--- src/rtl/keystream_shifter.sv ---
// Key word generator: loads a seed, then emits KEY_SIZE words from the top of a
// state register that advances STEP positions (rotl/rotr/LFSR/zero-fill) per accepted word.
module keystream_step #(
    parameter int                  MSG_SIZE  = 32,
    parameter logic [MSG_SIZE-1:0] LFSR_TAPS = 32'h80200003
) (
    input  logic [1:0]          mode,
    input  logic [MSG_SIZE-1:0] s,
    output logic [MSG_SIZE-1:0] n
);
    always_comb begin
        n = s;
        case (mode)
            2'b00:   n = {s[MSG_SIZE-2:0], s[MSG_SIZE-1]};
            2'b01:   n = {s[0], s[MSG_SIZE-1:1]};
            2'b10:   n = {s[MSG_SIZE-2:0], ^(s & LFSR_TAPS)};
            default: n = {s[MSG_SIZE-2:0], 1'b0};
        endcase
    end
endmodule

module keystream_shifter #(
    parameter int                  MSG_SIZE  = 32,
    parameter int                  KEY_SIZE  = 8,
    parameter int                  STEP      = 1,
    parameter logic [MSG_SIZE-1:0] LFSR_TAPS = 32'h80200003,
    parameter int                  MAX_WORDS = 16,
    localparam int                 CNT_W     = $clog2(MAX_WORDS + 1)
) (
    input  logic                clk,
    input  logic                rst_n,
    input  logic                load,
    input  logic [MSG_SIZE-1:0] initial_msg,
    input  logic [1:0]          mode,
    input  logic                out_ready,
    output logic [KEY_SIZE-1:0] out,
    output logic                out_valid,
    output logic [CNT_W-1:0]    word_count,
    output logic                done
);
    typedef enum logic [1:0] {S_IDLE, S_RUN, S_DONE} fsm_t;

    fsm_t                fsm_q, fsm_d;
    logic [MSG_SIZE-1:0] state_q, state_d;
    logic [1:0]          mode_q, mode_d;
    logic [CNT_W-1:0]    count_q, count_d;
    logic                fire;

    // STEP single-bit steps chained combinationally so a whole advance lands in one cycle
    logic [STEP:0][MSG_SIZE-1:0] chain;
    assign chain[0] = state_q;

    for (genvar i = 0; i < STEP; i++) begin : g_step
        keystream_step #(
            .MSG_SIZE (MSG_SIZE),
            .LFSR_TAPS(LFSR_TAPS)
        ) u_step (
            .mode(mode_q),
            .s   (chain[i]),
            .n   (chain[i+1])
        );
    end

    assign out        = state_q[MSG_SIZE-1 -: KEY_SIZE];
    assign out_valid  = (fsm_q == S_RUN);
    assign done       = (fsm_q == S_DONE);
    assign word_count = count_q;
    assign fire       = out_valid & out_ready;

    always_ff @(posedge clk) begin
        if (!rst_n) begin
            fsm_q   <= S_IDLE;
            state_q <= '0;
            mode_q  <= '0;
            count_q <= '0;
        end else begin
            fsm_q   <= fsm_d;
            state_q <= state_d;
            mode_q  <= mode_d;
            count_q <= count_d;
        end
    end

    always_comb begin
        fsm_d   = fsm_q;
        state_d = state_q;
        mode_d  = mode_q;
        count_d = count_q;
        if (load) begin
            // an all-zero LFSR seed would lock up, so it is replaced by 1
            fsm_d   = S_RUN;
            mode_d  = mode;
            count_d = '0;
            state_d = (mode == 2'b10 && initial_msg == '0) ?
                      {{(MSG_SIZE-1){1'b0}}, 1'b1} : initial_msg;
        end else if (fire) begin
            state_d = chain[STEP];
            count_d = count_q + 1'b1;
            if (count_q == CNT_W'(MAX_WORDS - 1))
                fsm_d = S_DONE;
        end
    end
endmodule

--- config.mk ---
export PLATFORM = sky130hd
export DESIGN_NAME = keystream_shifter
export DESIGN_NICKNAME = d
export VERILOG_FILES = /design/src/rtl/keystream_shifter.sv
export SDC_FILE = /design/constraint.sdc
export NUM_CORES = 1
export LEC_CHECK = 0
export CORE_UTILIZATION = 51
export CTS_BUF_LIST = sky130_fd_sc_hd__clkbuf_8 sky130_fd_sc_hd__clkbuf_16
export DETAILED_ROUTE_END_ITERATION = 12
export PLACE_DENSITY = 0.79
export RECOVER_POWER = 100
export SYNTH_ARGS = -nofsm -noshare
export SYNTH_HDL_FRONTEND = slang
export SYNTH_SLANG_ARGS = --single-unit
--- constraint.sdc ---
create_clock -name clk -period 1.9 [get_ports clk]
set_input_delay 0.475 -clock clk [delete_from_list [all_inputs] [get_ports clk]]
set_output_delay 0.475 -clock clk [all_outputs]
set_load 0.03 [all_outputs]
# Yosys cells after proc, flatten, opt, wreduce, memory -nomap -nowiden
# Cells that the tools add are included.
[totals]
register_bits = 41
inputBits = 38
output_inout_bits = 15
[classes]
add_sub_neg = 1
n_eq_ne = 6
n_mux = 7
bitwise = 2
reduce_logical = 9
[op_table]
columns = ["op", "count"]
rows = [
  ["32-bit 2-to-1 mux", 3],
  ["32-bit one-hot mux with 3 select lines", 1],
  ["32-bit logical NOT", 1],
  ["32-bit XOR reduction", 1],
  ["2-bit equality test, second input constant", 3],
  ["5-bit by 1-bit adder with 5-bit output, second input constant", 1],
  ["5-bit by 4-bit equality test with 1-bit output, second input constant", 1],
  ["2-bit by 1-bit equality test with 1-bit output, second input constant", 2],
  ["2-bit AND reduction", 2],
  ["2-bit nonzero test", 2],
  ["1-bit 2-to-1 mux", 3],
  ["2-bit logical NOT", 1],
  ["2-bit OR reduction", 1],
  ["1-bit AND", 1],
  ["1-bit logical AND", 1],
  ["1-bit NOT", 1],
]

# Longest topological paths before layout
# Gate-level depths: netlist of the first run.
[logic_depth]
word_depth = 4
depth_mapped = 6

# Cells and area by module
# Synthesis of the first run repeated with hierarchy kept, for this count alone.
[unflattened]
hier_cells = 271
area_unflattened_um2 = 2534.9
[modules_own_cells]
columns = ["mod", "instances", "cells_each", "area_per_inst_um2", "seq_area_each_um2"]
rows = [
  ["keystream_shifter", 1, 229, 2078.2, 820.8],
  ["keystream_step", 1, 42, 456.7, 0.0],
]

# Least setup slack after synthesis of the first run
# Ideal clock, no wire load.
[synth_timing]
path_kind = "input -> register"
startpoint = "input port out_ready"
endpoint = "register state_q[31]"
setup_ns = 0.066
arrival_time_ns = 1.380
setup_slack_ns = 0.454
cell_stages = 6
n_path_buf = 2
cell_sequence = "and3b_1 -> buf_2 -> buf_2 -> nor2_1 -> a211o_1 -> a21boi_2"
[synth_between]
elab_chain_cells = 2
[synth_rtl]
columns = ["element", "line_no", "text"]
rows = [
  ["from (decl)", "35", "input logic out_ready,"],
  ["1-bit AND", "68", "assign fire = out_valid & out_ready;"],
  ["2-bit nonzero test (no line)", "--", ""],
  ["to (signal assigned)", "78", "state_q <= state_d;"],
  ["to (decl)", "44", "logic [MSG_SIZE-1:0] state_q, state_d;"],
]
# No other way between the ends.
# A chain may end at the register's enable or synchronous reset.

# Worst setup path in the final report of the first run
[layout_timing]
startpoint = "register state_q[25]"
endpoint = "output port out[1]"
[layout_rtl]
columns = ["element", "line_no", "text"]
rows = [
  ["to (decl)", "36", "output logic [KEY_SIZE-1:0] out,"],
]
# No word-level cell between the ends.

==> reports/metrics.cfg, run 1 <==
[status]
status=completed

[sta]
finalMaxSlewViolations=0
finalWorstSetupSlack_ns=0.0307
finalHoldViolations=0
report.final.setup_viol=0
period_minus_slack_ns=1.87
fin_skew_ns=0.00547
whs_ns=0.511
period_share=0.984
rsz0062_at_grt=no
worst_pin_slew_ns=0.629
slew_headroom=0.581
fmax_mhz=535

[logic_synthesis]
synth_cell_types=30
synth_area_mm2=0.00255
synth_common_cells=dfxtp_1 (41), nor2_1 (39), nand2_1 (37)
synth_area_leaders=dfxtp_1 (32%), mux2i_1 (13%), a21boi_2 (13%)
netlist.area_leader.share=0.322
synth-seq-cells=41
synth_area_leader_cell=dfxtp_1
postSynthAreaPerCell_um2=9.00
yosysMostFrequentCell=dfxtp_1
synthFlopType=dfxtp_1
synth_edf_count=0
synth_cells=283
ys_warn_count=0
syn-num-nets=323
synthArstFlopShare=0
synth_seq_area_share=0.322

[pwr]
power_frac_seq=0.449
p_sw_uw=562
vdd_ir_drop_max_mv=0.553
combPwrFrac=0.212
p_leak_uw=0.00133
switching_share=0.263
p_int_uw=1570
p_clk_frac=0.339
power_density_mw_per_mm2=685

[layout]
fillCellCount=425
seqCellArea_um2=821
nNetsFinal=367
num_antenna_cells=0
drive_gt1_frac=0.119
area_delta_synth_final_pct=22.5
multi_input_area_mm2=0.00145

[floorplan]
die_x_um=72.7
core-area_mm2=0.00475
fp.dieH_um=72.7
initial_core_util=0.536
num_rows=25
dieArea_mm2=0.00528
io_pins=53

[detailed_routing]
dr.pass1.iters=5
routed_wl_mm=5.37
wl_per_cell_um=13.6
routed_via_density=5.43
remaining_drc_errors=0
dr_total_vias=2146
drtIter0Drc=120
drtAntennaViolNets=0

[setup_path]
crit_buf_inv=1
crit_required_ns=1.42
crit_path_max_fanout=4
critPathSlowestCell=clkdlybuf4s50_1
crit_path_cell_trace=clkdlybuf4s50_1
worstSetupStartpointType=register
criticalPathCategory=register to output port
critPathArrivalTime_ns=1.39
reg2reg_slack_ns=0.32
end_kind=output port
crit_family=buffers and inverters
cpPeakStageDelay_ns=0.70

[clocking]
cts-htree-levels=2
cts_tree=yes
cts_root_buffer=clkbuf_8
insertion_delay_ns=0.30
path_clk_slew_ns=0.08
ctsHoldBuffers=0
cts_setup_buffers=0
cts_made_buffers=5
cts_sinks=41
clock_tree.buffer_depth=2

[global_routing]
grt_pass1_vias=2029
grt_use_total=0.225
grt_overflow=0
antenna_found_initial=0
grt_pass1_wl_mm=9.24
grt_max_degree=33

[hold_path]
min_path_type=register to register

[placed_design]
gp_congestion=0.756
port_buffers=52
place_ws_ns=-0.195
hpwl_mm=3.91

[job]
maxCapViolCount=0

## cells in the final DEF (no fill, tap or decap), drive strengths merged, types with 4 or more instances in the layout
master / synthesis / layout
clkdlybuf4s50: 0 / 46
dfxtp: 41 / 41
nor2: 39 / 39
nand2: 37 / 37
mux2i: 34 / 34
a211o: 31 / 31
a21boi: 31 / 31
buf: 19 / 13
clkbuf: 12 / 11
nor4: 7 / 7
nor2b: 5 / 5
xnor2: 4 / 4
## metrics by stage
step	cells	utilization	power [µW]	TNS [ns]	cell area, µm²
detailed placement	387	0.648	1460	-0.457	3080
global placement	387	0.648	1440	-0.123	3080
floorplan	283	-	1300	0	2550
CTS	395	0.672	2170	0	3200
finish	395	0.656	2140	0	3120
global route	395	0.656	2240	0	3120
## power groups by stage
stage | logic (µW) | registers (µW) | clock network, µW
floorplan | 334 | 966 | 0
global placement | 467 | 977 | 0
detailed placement | 477 | 979 | 0
CTS | 476 | 958 | 740
global route | 496 | 966 | 776
finish | 452 | 959 | 725
## worst paths after layout
kind          startpoint         end  cells after the start
max          state_q[25]      out[1]                      1
min             fsm_q[1]    fsm_q[1]                      2
max reg2reg    mode_q[1]  state_q[3]                      5
min reg2reg     fsm_q[1]    fsm_q[1]                      2
## cells by family (layout without fill, tap and decap cells)
| group | after synthesis | count (layout) | synth area share |
|---|---|---|---|
| simple gates | 96 | 96 | 0.161 |
| compound gates | 71 | 71 | 0.266 |
| flops | 41 | 41 | 0.322 |
| mux | 34 | 34 | 0.134 |
| buf+inv | 33 | 78 | 0.0860 |
| xor+xnor | 6 | 6 | 0.0206 |
| fa+ha+maj | 2 | 2 | 0.00983 |
## timing repair
action,4_1_cts,5_1_grt
gates cloned,0,0
gates resized for setup,3,1
endpoints found under the setup margin,3,1
## registers in the layout (all words and copies together) (netlist names)
name        flops
mode_q          2
fsm_q           2
state_q        32
word_count      5
## worst register-to-register path, stage by stage (launching register included)
cell	delay, ns
dfxtp_1	0.40
nand2b_2	0.16
buf_4	0.33
mux2i_1	0.15
a211o_1	0.29
a21boi_0	0.18
## final cells by class
class                   count  area share
inverters                   2     0.00241
clock buffers               6      0.0265
clock inverters             2      0.0108
well taps                  67      0.0269
multi-input cells         209       0.466
flip-flops and latches     41       0.263
repair buffers             68       0.205
## layer usage
metal / track usage / vias to the layer above / wire length, µm
li1: - / 1083 / -
met1: 0.285 / 1015 / 2480
met2: 0.376 / 37 / 2630
met3: 0.0331 / 11 / 138
met4: 0.107 / 0 / 116
met5: 0 / - / 0
Note: power is estimated with default switching activity, not from simulation.
==> run 2, diff against run 1 <==
--- a/config.mk
+++ b/config.mk
@@ -10,6 +10,7 @@
 export DETAILED_ROUTE_END_ITERATION = 12
 export PLACE_DENSITY = 0.79
 export RECOVER_POWER = 100
+export SETUP_SLACK_MARGIN = 0.2
 export SYNTH_ARGS = -nofsm -noshare
 export SYNTH_HDL_FRONTEND = slang
 export SYNTH_SLANG_ARGS = --single-unit
==> reports/metrics.cfg, run 2 (synthesis gave the netlist of run 1 again) <==
[status]
status=completed

[clocking]
insertion_delay_ns=0.30  ; about the same
clock_tree.buffer_depth=2  ; unchanged
cts_root_buffer=clkbuf_8
cts_sinks=41  ; unchanged
ctsHoldBuffers=0  ; unchanged
path_clk_slew_ns=0.07  ; about the same
cts_made_buffers=5  ; unchanged
cts_tree=yes
cts-htree-levels=2  ; unchanged

[setup_path]
r2r_end=state_q[3]
crit_start=out_ready
critPathArrivalTime_ns=1.95  ; +0.56 ns
crit_required_ns=2.11  ; +0.69 ns
crit_path_max_fanout=28  ; +24
criticalPathCategory=primary input to register
rr_worst_depth=5  ; unchanged
end_kind=register
reg2reg_slack_ns=0.32  ; about the same
critPathSlowestCell=clkdlybuf4s50_1
crit_path_cell_trace=clkdlybuf4s50_1, and3b_1, buf_12, nor2_1, a211o_1, a21boi_0
critPathCapture=state_q[3]
r2r_start=mode_q[1]
cpPeakStageDelay_ns=0.45  ; -0.25 ns
worstSetupStartpointType=primary input

[job]
maxCapViolCount=0  ; unchanged

[pwr]
p_clk_frac=0.339  ; about the same
combPwrFrac=0.212  ; about the same
p_leak_uw=0.00140  ; +5.4%
switching_share=0.265  ; +0.00202
vdd_ir_drop_max_mv=0.562  ; +1.5%
p_sw_uw=567  ; +0.80%
p_int_uw=1570  ; -0.24%
power_density_mw_per_mm2=678  ; -1.0%
power_frac_seq=0.448  ; about the same

[floorplan]
core-area_mm2=0.00475  ; unchanged
num_rows=25  ; unchanged
io_pins=53  ; unchanged
initial_core_util=0.536  ; unchanged
fp.dieH_um=72.7  ; unchanged
dieArea_mm2=0.00528  ; unchanged
die_x_um=72.7  ; unchanged

[sta]
tns_ns=0  ; unchanged
report.final.setup_viol=0  ; unchanged
worst_pin_slew_ns=0.635  ; +0.00616 ns
rsz0062_at_grt=yes
slew_headroom=0.577  ; -0.00411
fmax_mhz=576  ; +7.7%
finalMaxSlewViolations=0  ; unchanged
period_share=0.913  ; -0.0706
fin_skew_ns=0.00629  ; +0.000812 ns
period_minus_slack_ns=1.74  ; -0.134 ns
whs_ns=0.494  ; -0.0163 ns
finalHoldViolations=0  ; unchanged

[detailed_routing]
wl_met2_mm=2.70  ; +2.4%
maxUsedRoutingLayer=met4
drtIter0Drc=135  ; +13%
routed_wl_mm=5.41  ; +0.73%
dr_total_vias=2146  ; unchanged
drt-met1-wl_mm=2.44  ; -1.5%
remaining_drc_errors=0  ; unchanged
wl_met3_um=152  ; +10%
wl_per_cell_um=13.7  ; +0.73%
routed_via_density=5.43  ; unchanged
dr.pass1.iters=6  ; +1
drtAntennaViolNets=0  ; unchanged

[hold_path]
min_path_type=primary input to register
min_from=initial_msg[26]
min_path_cells=3  ; +1

[global_routing]
grt_max_degree=33  ; unchanged
grt_pass1_vias=2042  ; +0.64%
grt_use_total=0.226  ; +0.00117
grt_overflow=0  ; unchanged
grt_pass1_wl_mm=9.29  ; +0.52%
antenna_found_initial=0  ; unchanged

[layout]
layout_commonest_cell=dfxtp_1
fillCellCount=425  ; unchanged
largest_reg_flops=32  ; unchanged
area_delta_synth_final_pct=23.8
nNetsFinal=367  ; unchanged
drive_gt1_frac=0.143  ; +0.0244
layout_common_cells=dfxtp_1 (41), nor2_1 (39), nand2_1 (37)
num_antenna_cells=0  ; unchanged
regMostFlops=state_q

[placed_design]
gp_congestion=0.756  ; unchanged
port_buffers=52  ; unchanged
hpwl_mm=3.91  ; unchanged

run 2: critical path, delay by kind of cell:
family | cells | cell delay, ns
compound gates | 2 | 0.43
buf+inv | 2 | 0.66
simple gates | 2 | 0.37
run 2: through the flow:
stage          total power, µW   util  cells  setup WS (ns)  area [µm²]
3_3_place_gp              1440  0.648    387        -0.0963        3080
4_1_cts                   2170  0.673    395          0.202        3200
6_report                  2140  0.663    395          0.165        3150
5_1_grt                   2240  0.663    395         0.0775        3150
3_5_place_dp              1460  0.648    387         -0.195        3080
2_1_floorplan             1300      -    283          0.454        2550
run 2: power by group through the flow:
stage	clock, µW	combinational, µW	sequential [µW]
3_3_place_gp	0	467	977
4_1_cts	740	471	958
5_1_grt	776	498	966
2_1_floorplan	0	334	966
6_report	726	454	958
3_5_place_dp	0	477	979
run 2: metal layers:
metal	GRT usage	vias to the layer above
met5	0	-
met4	0.107	0
met3	0.0331	11
met2	0.381	37
met1	0.284	1016
li1	-	1082
run 2: how the worst min path moves through the flow:
stage | to | slack, ns
2_1_floorplan | fsm_q[1] | 0.47
3_3_place_gp | fsm_q[1] | 0.49
3_5_place_dp | fsm_q[1] | 0.49
4_1_cts | fsm_q[1] | 0.51
5_1_grt | state_q[26] | 0.52
6_report | state_q[26] | 0.49
run 2: cell type report:
cell class / instances / area, µm² / share of cell area
clock inverter: 2 / 33.8 / 0.0107
tap: 67 / 83.8 / 0.0266
clock buffer: 6 / 82.6 / 0.0262
timing repair buffer: 68 / 637 / 0.202
inverter: 2 / 7.51 / 0.00238
sequential: 41 / 821 / 0.260
multi-input combinational: 209 / 1490 / 0.472
run 2: timing repair:
item | CTS | global route
endpoints found under the hold margin | 0 | 0
setup buffers | 0 | 0
setup endpoints to repair | 16 | 4
gates resized for setup | 18 | 6
pin swaps | 0 | 6
